--- config.mk ---
export PLATFORM = sky130hd
export DESIGN_NAME = bcd_converter
export DESIGN_NICKNAME = d
export VERILOG_FILES = /design/src/rtl/bcd_converter_pkg.sv /design/src/rtl/bcd_add3.sv /design/src/rtl/bcd_converter.sv
export SDC_FILE = /design/constraint.sdc
export NUM_CORES = 1
export LEC_CHECK = 0
export BUFFER_PORTS_ARGS = -buffer_cell sky130_fd_sc_hd__buf_2
export CORE_MARGIN = 10
export CORE_UTILIZATION = 40
export DETAILED_ROUTE_END_ITERATION = 10
export PLACE_DENSITY = 0.68
export SLEW_MARGIN = 25
export SYNTH_ARGS = -nofsm -noshare
export SYNTH_HDL_FRONTEND = slang
export SYNTH_SLANG_ARGS = --single-unit
--- constraint.sdc ---
create_clock -name clock -period 4.4 [get_ports clock]
set_clock_uncertainty 0.15 [all_clocks]
set_input_delay 1.32 -clock clock [delete_from_list [all_inputs] [get_ports clock]]
set_output_delay 1.32 -clock clock [all_outputs]
set_load 0.02 [all_outputs]
--- src/rtl/bcd_converter_pkg.sv ---
// Shared constants and types for the multicycle binary-to-BCD converter.
package bcd_converter_pkg;

  localparam int unsigned WIDTH_DEF  = 16;
  localparam int unsigned DIGITS_DEF = 5;

  // Double-dabble digit correction: nibbles at or above the threshold get the addend.
  localparam logic [3:0] ADD3_THRESHOLD = 4'd5;
  localparam logic [3:0] ADD3_ADDEND    = 4'd3;

  typedef enum logic [1:0] {
    ST_IDLE  = 2'b00,
    ST_SHIFT = 2'b01,
    ST_DONE  = 2'b10
  } state_t;

endpackage

--- src/rtl/bcd_add3.sv ---
// Per-digit double-dabble correction: add 3 to a nibble of 5 or more.
module bcd_add3
  import bcd_converter_pkg::*;
(
  input  logic [3:0] raw,
  output logic [3:0] corrected_c
);

  // Inputs are 0..9 during conversion, so the sum never exceeds 12.
  assign corrected_c = (raw >= ADD3_THRESHOLD) ? raw + ADD3_ADDEND : raw;

endmodule

--- src/rtl/bcd_converter.sv ---
// Sequential binary-to-BCD converter: one double-dabble iteration per clock,
// result held in a registered digit bank for the display drivers.
module bcd_converter
  import bcd_converter_pkg::*;
#(
  parameter int unsigned WIDTH  = WIDTH_DEF,
  parameter int unsigned DIGITS = DIGITS_DEF
) (
  input  logic                  clock,
  input  logic                  resetn,
  input  logic                  start,
  input  logic [WIDTH-1:0]      bin,
  output logic                  busy,
  output logic                  valid,
  output logic [4*DIGITS-1:0]   bcd
);

  localparam int unsigned BCD_W = 4 * DIGITS;
  localparam int unsigned CNT_W = $clog2(WIDTH + 1);

  state_t               state;
  state_t               state_next;
  logic [WIDTH-1:0]     bin_q;
  logic [BCD_W-1:0]     scratch;
  logic [BCD_W-1:0]     adjusted;
  logic [CNT_W-1:0]     cnt;
  logic [BCD_W+WIDTH-1:0] shifted;
  logic                 last_iter;

  // Correct every scratch digit before the shift.
  for (genvar d = 0; d < DIGITS; d++) begin : g_digit
    bcd_add3 u_add3 (
      .raw         (scratch[4*d +: 4]),
      .corrected_c (adjusted[4*d +: 4])
    );
  end

  assign shifted   = {adjusted, bin_q} << 1;
  assign last_iter = (cnt == CNT_W'(WIDTH - 1));

  always_comb begin
    state_next = state;
    case (state)
      ST_IDLE:  if (start) state_next = ST_SHIFT;
      ST_SHIFT: if (last_iter) state_next = ST_DONE;
      ST_DONE:  state_next = ST_IDLE;
      default:  state_next = ST_IDLE;
    endcase
  end

  always_ff @(posedge clock) begin
    if (resetn) begin
      state   <= ST_IDLE;
      bin_q   <= '0;
      scratch <= '0;
      cnt     <= '0;
      bcd     <= '0;
      busy    <= 1'b0;
      valid   <= 1'b0;
    end else begin
      state <= state_next;
      busy  <= (state_next != ST_IDLE);
      valid <= (state_next == ST_DONE);
      case (state)
        ST_IDLE: begin
          if (start) begin
            bin_q   <= bin;
            scratch <= '0;
            cnt     <= '0;
          end
        end
        ST_SHIFT: begin
          scratch <= shifted[WIDTH +: BCD_W];
          bin_q   <= shifted[WIDTH-1:0];
          cnt     <= cnt + CNT_W'(1);
          // Final iteration publishes the freshly shifted digits.
          if (last_iter) bcd <= shifted[WIDTH +: BCD_W];
        end
        default: ;
      endcase
    end
  end

endmodule

### After elaboration in Yosys (flattened, before gate mapping)

Cells that the tools add are included.

* add/subtract/negate cells: 6
* $lt $le $gt $ge: 5
* equal/unequal tests: 4
* multiplexer cells: 14
* reduce and logical (&&, ||, !) cells: 5

Operators with widths (number)
* $pmux W20 S2: 1
* $pmux W16 S2: 1
* $ge A4 B3 Y1 const B: 5
* $mux W20: 1
* $add A4 B2 Y4 const B: 4
* $mux W16: 1
* $mux W4: 4
* $pmux W5 S2: 1
* $add A5 B1 Y5 const B: 1
* $eq A5 B4 Y1 const B: 1
* $mux W5: 1
* $mux W2: 2
* $pmux W2 S2: 1
* $reduce_and A2 Y1: 2
* $reduce_bool A2 Y1: 2
* $add A3 B2 Y3 const B: 1
* $mux W3: 1
* $eq A2 B1 Y1 const B: 1
* $eq A2 B2 Y1 const B: 1
* $logic_not A2 Y1: 1
* $ne A2 B2 Y1 const B: 1

* flip-flop bits (word level): 65
* input bits: 19
* output and inout port bits: 22
* word-level logic and storage cells: 41

### Logic depth before layout (Yosys ltp)

* word-level depth: 4
* gate-level depth with buffers: 8
* depth with buffers taken out: 7

### By module

Synthesis repeated with hierarchy kept, for this count alone.

* cells, all modules: 305
* area total of the unflattened synthesis: 2975.4 sq um

Modules (own cells, without submodules)
* bcd_converter: instances 1, cells an instance 225, area each 2468.6 sq um, sequential area each 1301.2 sq um
* bcd_add3: instances 5, cells an instance 16, area each 101.3 sq um, sequential area each 0.0 sq um

### Least setup slack after synthesis

No wires, ideal clock.

* path kind: input to register
* from: input resetn
* to: register busy
* setup time: 0.134 ns
* arrival time: 2.162 ns
* required time: 4.116 ns
* setup slack: 1.954 ns
* cell stages on the path: 4
* buffers on the path: 3
* path through: clkbuf_1 -> clkbuf_1 -> buf_2 -> nor2_1

RTL lines
* start: declaration: line bcd_converter.sv:10 `input logic resetn,`
* end signal: assignment: line bcd_converter.sv:62 `busy <= (state_next != ST_IDLE);`
* end: declaration: line bcd_converter.sv:13 `output logic busy,`

No word-level cell between the ends.

### Final worst setup path

* from: input start
* to: register scratch[10]

* longest elaborated chain between the ends: 2

RTL lines
* start: declaration: line bcd_converter.sv:11 `input logic start,`
* $ne A2 B2 Y1 (no line)
* $reduce_and A2 Y1 (no line)
* end signal: assignment: line bcd_converter.sv:73 `scratch <= shifted[WIDTH +: BCD_W];`
* end: declaration: line bcd_converter.sv:24 `logic [BCD_W-1:0] scratch;`

No other way between the ends.
A chain may end at the register's enable or synchronous reset.

==> flow_summary.rst <==
.. list-table::
   :header-rows: 1

   * - Metric
     - Value
   * - Pin count of the biggest net entering global routing
     - 57
   * - Syn avg cell area
     - 8.728 um^2
   * - Clock sink count
     - 65
   * - Worst endpoint required time
     - 4.49 ns
   * - Routed length per instance
     - 13.80 um
   * - Proportion of netlist area held by the largest area contributor
     - 44.77%
   * - Total via count after detailed routing
     - 2441
   * - Part of the Yosys area used for sequential elements
     - 44.77%
   * - Total nets after synthesis
     - 364
   * - Number of detailed-route iterations in the first pass
     - 4
   * - Worst setup path class
     - input pin to register
   * - Fraction of the mapped netlist area in compound gates
     - 20.62%
   * - Worst-path fanout max
     - 34
   * - Worst setup slack before clock tree synthesis
     - 1.345 ns
   * - Most area-hungry cell type in the Yosys netlist
     - sky130_fd_sc_hd__dfxtp_1
   * - Antenna Violating Nets Remaining
     - 0
   * - Total of hold buffers inserted after clock tree synthesis
     - 0
   * - Core footprint
     - 7176 um^2
   * - # H-tree levels
     - 3
   * - Cells taking the most area after synthesis
     - sky130_fd_sc_hd__dfxtp_1, sky130_fd_sc_hd__nand2_1, sky130_fd_sc_hd__ha_1, sky130_fd_sc_hd__nor2_1, sky130_fd_sc_hd__a311oi_1
   * - Number of enable flip-flop cells after synthesis
     - 0
   * - Result of the run
     - finished clean
   * - Multiplexer area fraction after synthesis
     - 1.722%
   * - Cell class contributing the biggest share of worst-path delay
     - compound AO/OA/AOI/OAI gates
   * - Xor-xnor portion of the synthesized cell area
     - 1.507%
   * - Maximum root-to-sink buffer count
     - 2
   * - Number of hold-slack violations in the final timing report
     - 0
   * - WL final
     - 6.473 mm
   * - Worst-path cell chain
     - buf_2 > o21ba_2 > nor2_2 > a22o_1
   * - CP arrival
     - 2.59 ns
   * - Cts bufs inserted
     - 9
   * - CTS tree
     - done
   * - Most frequent cells in the layout
     - sky130_fd_sc_hd__dfxtp_1, sky130_fd_sc_hd__nand2_1, sky130_fd_sc_hd__buf_2
   * - Synth cell types
     - 34
   * - Synthesized instance count
     - 333
   * - Total Die Area
     - 11080 um^2
   * - Number of synthesized register bits
     - 65
   * - Predominant post-synthesis flop cell
     - sky130_fd_sc_hd__dfxtp_1
   * - Port Buf Inserts
     - 40
   * - Maximum vdd drop
     - 0.1457 mV
   * - Setup repair after global routing missed its margin
     - no
   * - Post-Synth Simple-Gate Area
     - 21.27%
   * - Crit start category
     - input pin
   * - Resize count post-CTS
     - 0
   * - Total power divided by cell area
     - 357.5 nW/um^2
   * - Netlist area before placement
     - 2907 um^2
   * - Clock Tree Root
     - sky130_fd_sc_hd__clkbuf_8
   * - Fmax
     - 400.3 MHz
   * - Total of endpoints with negative setup slack in the final report
     - 0
   * - Initial antenna violation count
     - 0
   * - Worst path buffer plus inverter count
     - 1
   * - Crit end category
     - register
   * - Leakage power
     - 0.001395 uW
   * - Clk Latency, worst-skew pair
     - 0.35 ns
   * - Maximum Capacitance Violations
     - 0
   * - Wire length of the first global-routing pass
     - 11.07 mm
   * - Time the final worst path needs with I/O delays and setup
     - 2.498 ns
   * - Number of DRC markers after the initial detailed-route iteration
     - 120
   * - # Post-CTS Setup Buffers
     - 0
   * - Height of the die
     - 105.2 um
   * - Post-route DRC
     - 0
   * - Worst slew pin tran
     - 0.9273 ns
   * - Proportion of layout cells with a drive suffix above 1
     - 16.22%
   * - Final Cycle Share
     - 56.78%
   * - Overflow after GRT
     - 0
   * - Overall Global Routing Usage
     - 11.91%
   * - Area grow syn2layout
     - 15.20%
   * - Post-synthesis share of cell area spent on full adders, half adders and majority gates
     - 5.166%
   * - Via count of the first global-routing pass
     - 2402
   * - Slowest cell delay on critical path
     - 0.58 ns
   * - Most common cell after layout, fill and taps aside
     - sky130_fd_sc_hd__dfxtp_1
   * - Area after DPL
     - 3151 um^2
   * - Boundary Pins
     - 41
   * - Class of the most critical hold timing path
     - register to register
   * - Placed wire-length estimate after detailed placement
     - 4.231 mm
   * - Critical Path Slowest Stage Cell
     - sky130_fd_sc_hd__o21ba_2
   * - Final number of max-transition violations
     - 0
   * - Warning count from the yosys run
     - 0
   * - Clock-pin transition on the worst setup and hold timing paths
     - 0.07 ns
   * - Summed negative setup slack over all endpoints
     - 0 ns
   * - Die width
     - 105.2 um
   * - Rel. slew slack
     - 38.05%
   * - Antenna diodes
     - 0
   * - Initial cell density of the core
     - 40.51%
   * - Dominant combinational cell family by area after synthesis
     - simple AND/OR/NAND/NOR gates
   * - Number of vias per cell after detailed routing
     - 5.205
   * - Asr flop ratio synth
     - 0%
   * - Post-route cell area
     - 3348 um^2
   * - Fin worst setup slack
     - 1.902 ns
   * - Row count
     - 31
   * - Last weighted congestion value of the routability-driven placer
     - 0.7771
   * - Net count, final
     - 397
tightest hold or removal path, cell delays in order (launching register included):
cell,delay [ns]
sky130_fd_sc_hd__dfxtp_1,0.31
sky130_fd_sc_hd__nand2_1,0.05
sky130_fd_sc_hd__a21oi_1,0.05
logic make-up (layout without fill, tap and decap cells):
kind of cell,count (synthesis),count (layout)
buffers and inverters,33,70
muxes,5,5
DFF,65,65
xor gates and xnor gates,5,5
and+or+nand+nor,128,128
adders and majority gates,12,12
AOI/OAI and AO/OA,85,85
registers in the layout, indices dropped and copies added, names as in the netlist:
signal	count
cnt	5
valid	1
state	2
bin_q	16
bcd	20
busy	1
scratch	20
cell usage after synthesis, types with 2 or more instances:
| master | n |
|---|---|
| sky130_fd_sc_hd__inv_1 | 13 |
| sky130_fd_sc_hd__a22oi_1 | 2 |
| sky130_fd_sc_hd__xnor2_1 | 5 |
| sky130_fd_sc_hd__nor3b_1 | 17 |
| sky130_fd_sc_hd__nor3_1 | 10 |
| sky130_fd_sc_hd__mux2i_1 | 5 |
| sky130_fd_sc_hd__buf_2 | 13 |
| sky130_fd_sc_hd__ha_1 | 12 |
| sky130_fd_sc_hd__a22o_1 | 9 |
| sky130_fd_sc_hd__o21ai_0 | 15 |
| sky130_fd_sc_hd__dfxtp_1 | 65 |
| sky130_fd_sc_hd__nor2_4 | 2 |
| sky130_fd_sc_hd__nand2b_1 | 7 |
| sky130_fd_sc_hd__a21oi_1 | 15 |
| sky130_fd_sc_hd__nand2_1 | 41 |
| sky130_fd_sc_hd__a311oi_1 | 16 |
| sky130_fd_sc_hd__nor2_1 | 38 |
| sky130_fd_sc_hd__a21o_1 | 12 |
| sky130_fd_sc_hd__clkbuf_1 | 6 |
| sky130_fd_sc_hd__nand3_1 | 7 |
| sky130_fd_sc_hd__a211oi_1 | 10 |
area by class of cell:
type                            instances  area, um^2
Clock buffer                           12       155.1
Clock inverter                          3       40.04
Fill cell                             724        3827
Inverter                               13       48.80
Multi-Input combinational cell        235        1461
Sequential cell                        65        1301
Tap cell                               99       123.9
Timing Repair Buffer                   42       217.7
metrics by stage:
| step | total power [uW] | utilization, % | hold slack [ns] | std cells |
|---|---|---|---|---|
| final | 1197 | 46.66 | 0.3096 | 469 |
| after global routing | 1238 | 46.66 | 0.3525 | 469 |
| after CTS | 1206 | 46.63 | 0.3103 | 469 |
| after detailed placement | 698.8 | 43.91 | 0.3012 | 454 |
| after global placement | 696.0 | 43.91 | 0.2996 | 454 |
| after floorplan | 678.1 | - | 0.2895 | 333 |
power by group:
part	internal (uW)	total, uW	switching [uW]	leakage (uW)
Clock	288	511	224	0.000102
Combinational	25.2	72.8	47.6	0.000764
Sequential	604	613	9.07	0.000528
Total	917	1200	280	0.00139
per-layer routing:
metal | GRT usage [%] | wire (um) | vias up
li1 | - | - | 1239
met1 | 13.76 | 2953 | 1147
met2 | 19.07 | 3040 | 41
met3 | 3.898 | 334 | 14
met4 | 6.569 | 145 | 0
met5 | 0 | 0 | -
final timing paths:
kind                        start                       end  slack, ns  depth (start not counted)
min          bcd[18]$_SDFFE_PP0P_      bcd[18]$_SDFFE_PP0P_       0.31                          2
max                         start  scratch[10]$_SDFFE_PP0P_       1.90                          4
max reg2reg   state[0]$_SDFF_PP0_      bcd[17]$_SDFFE_PP0P_       2.22                          5
min reg2reg  bcd[18]$_SDFFE_PP0P_      bcd[18]$_SDFFE_PP0P_       0.31                          2
Power figures use the tool's default switching activity.
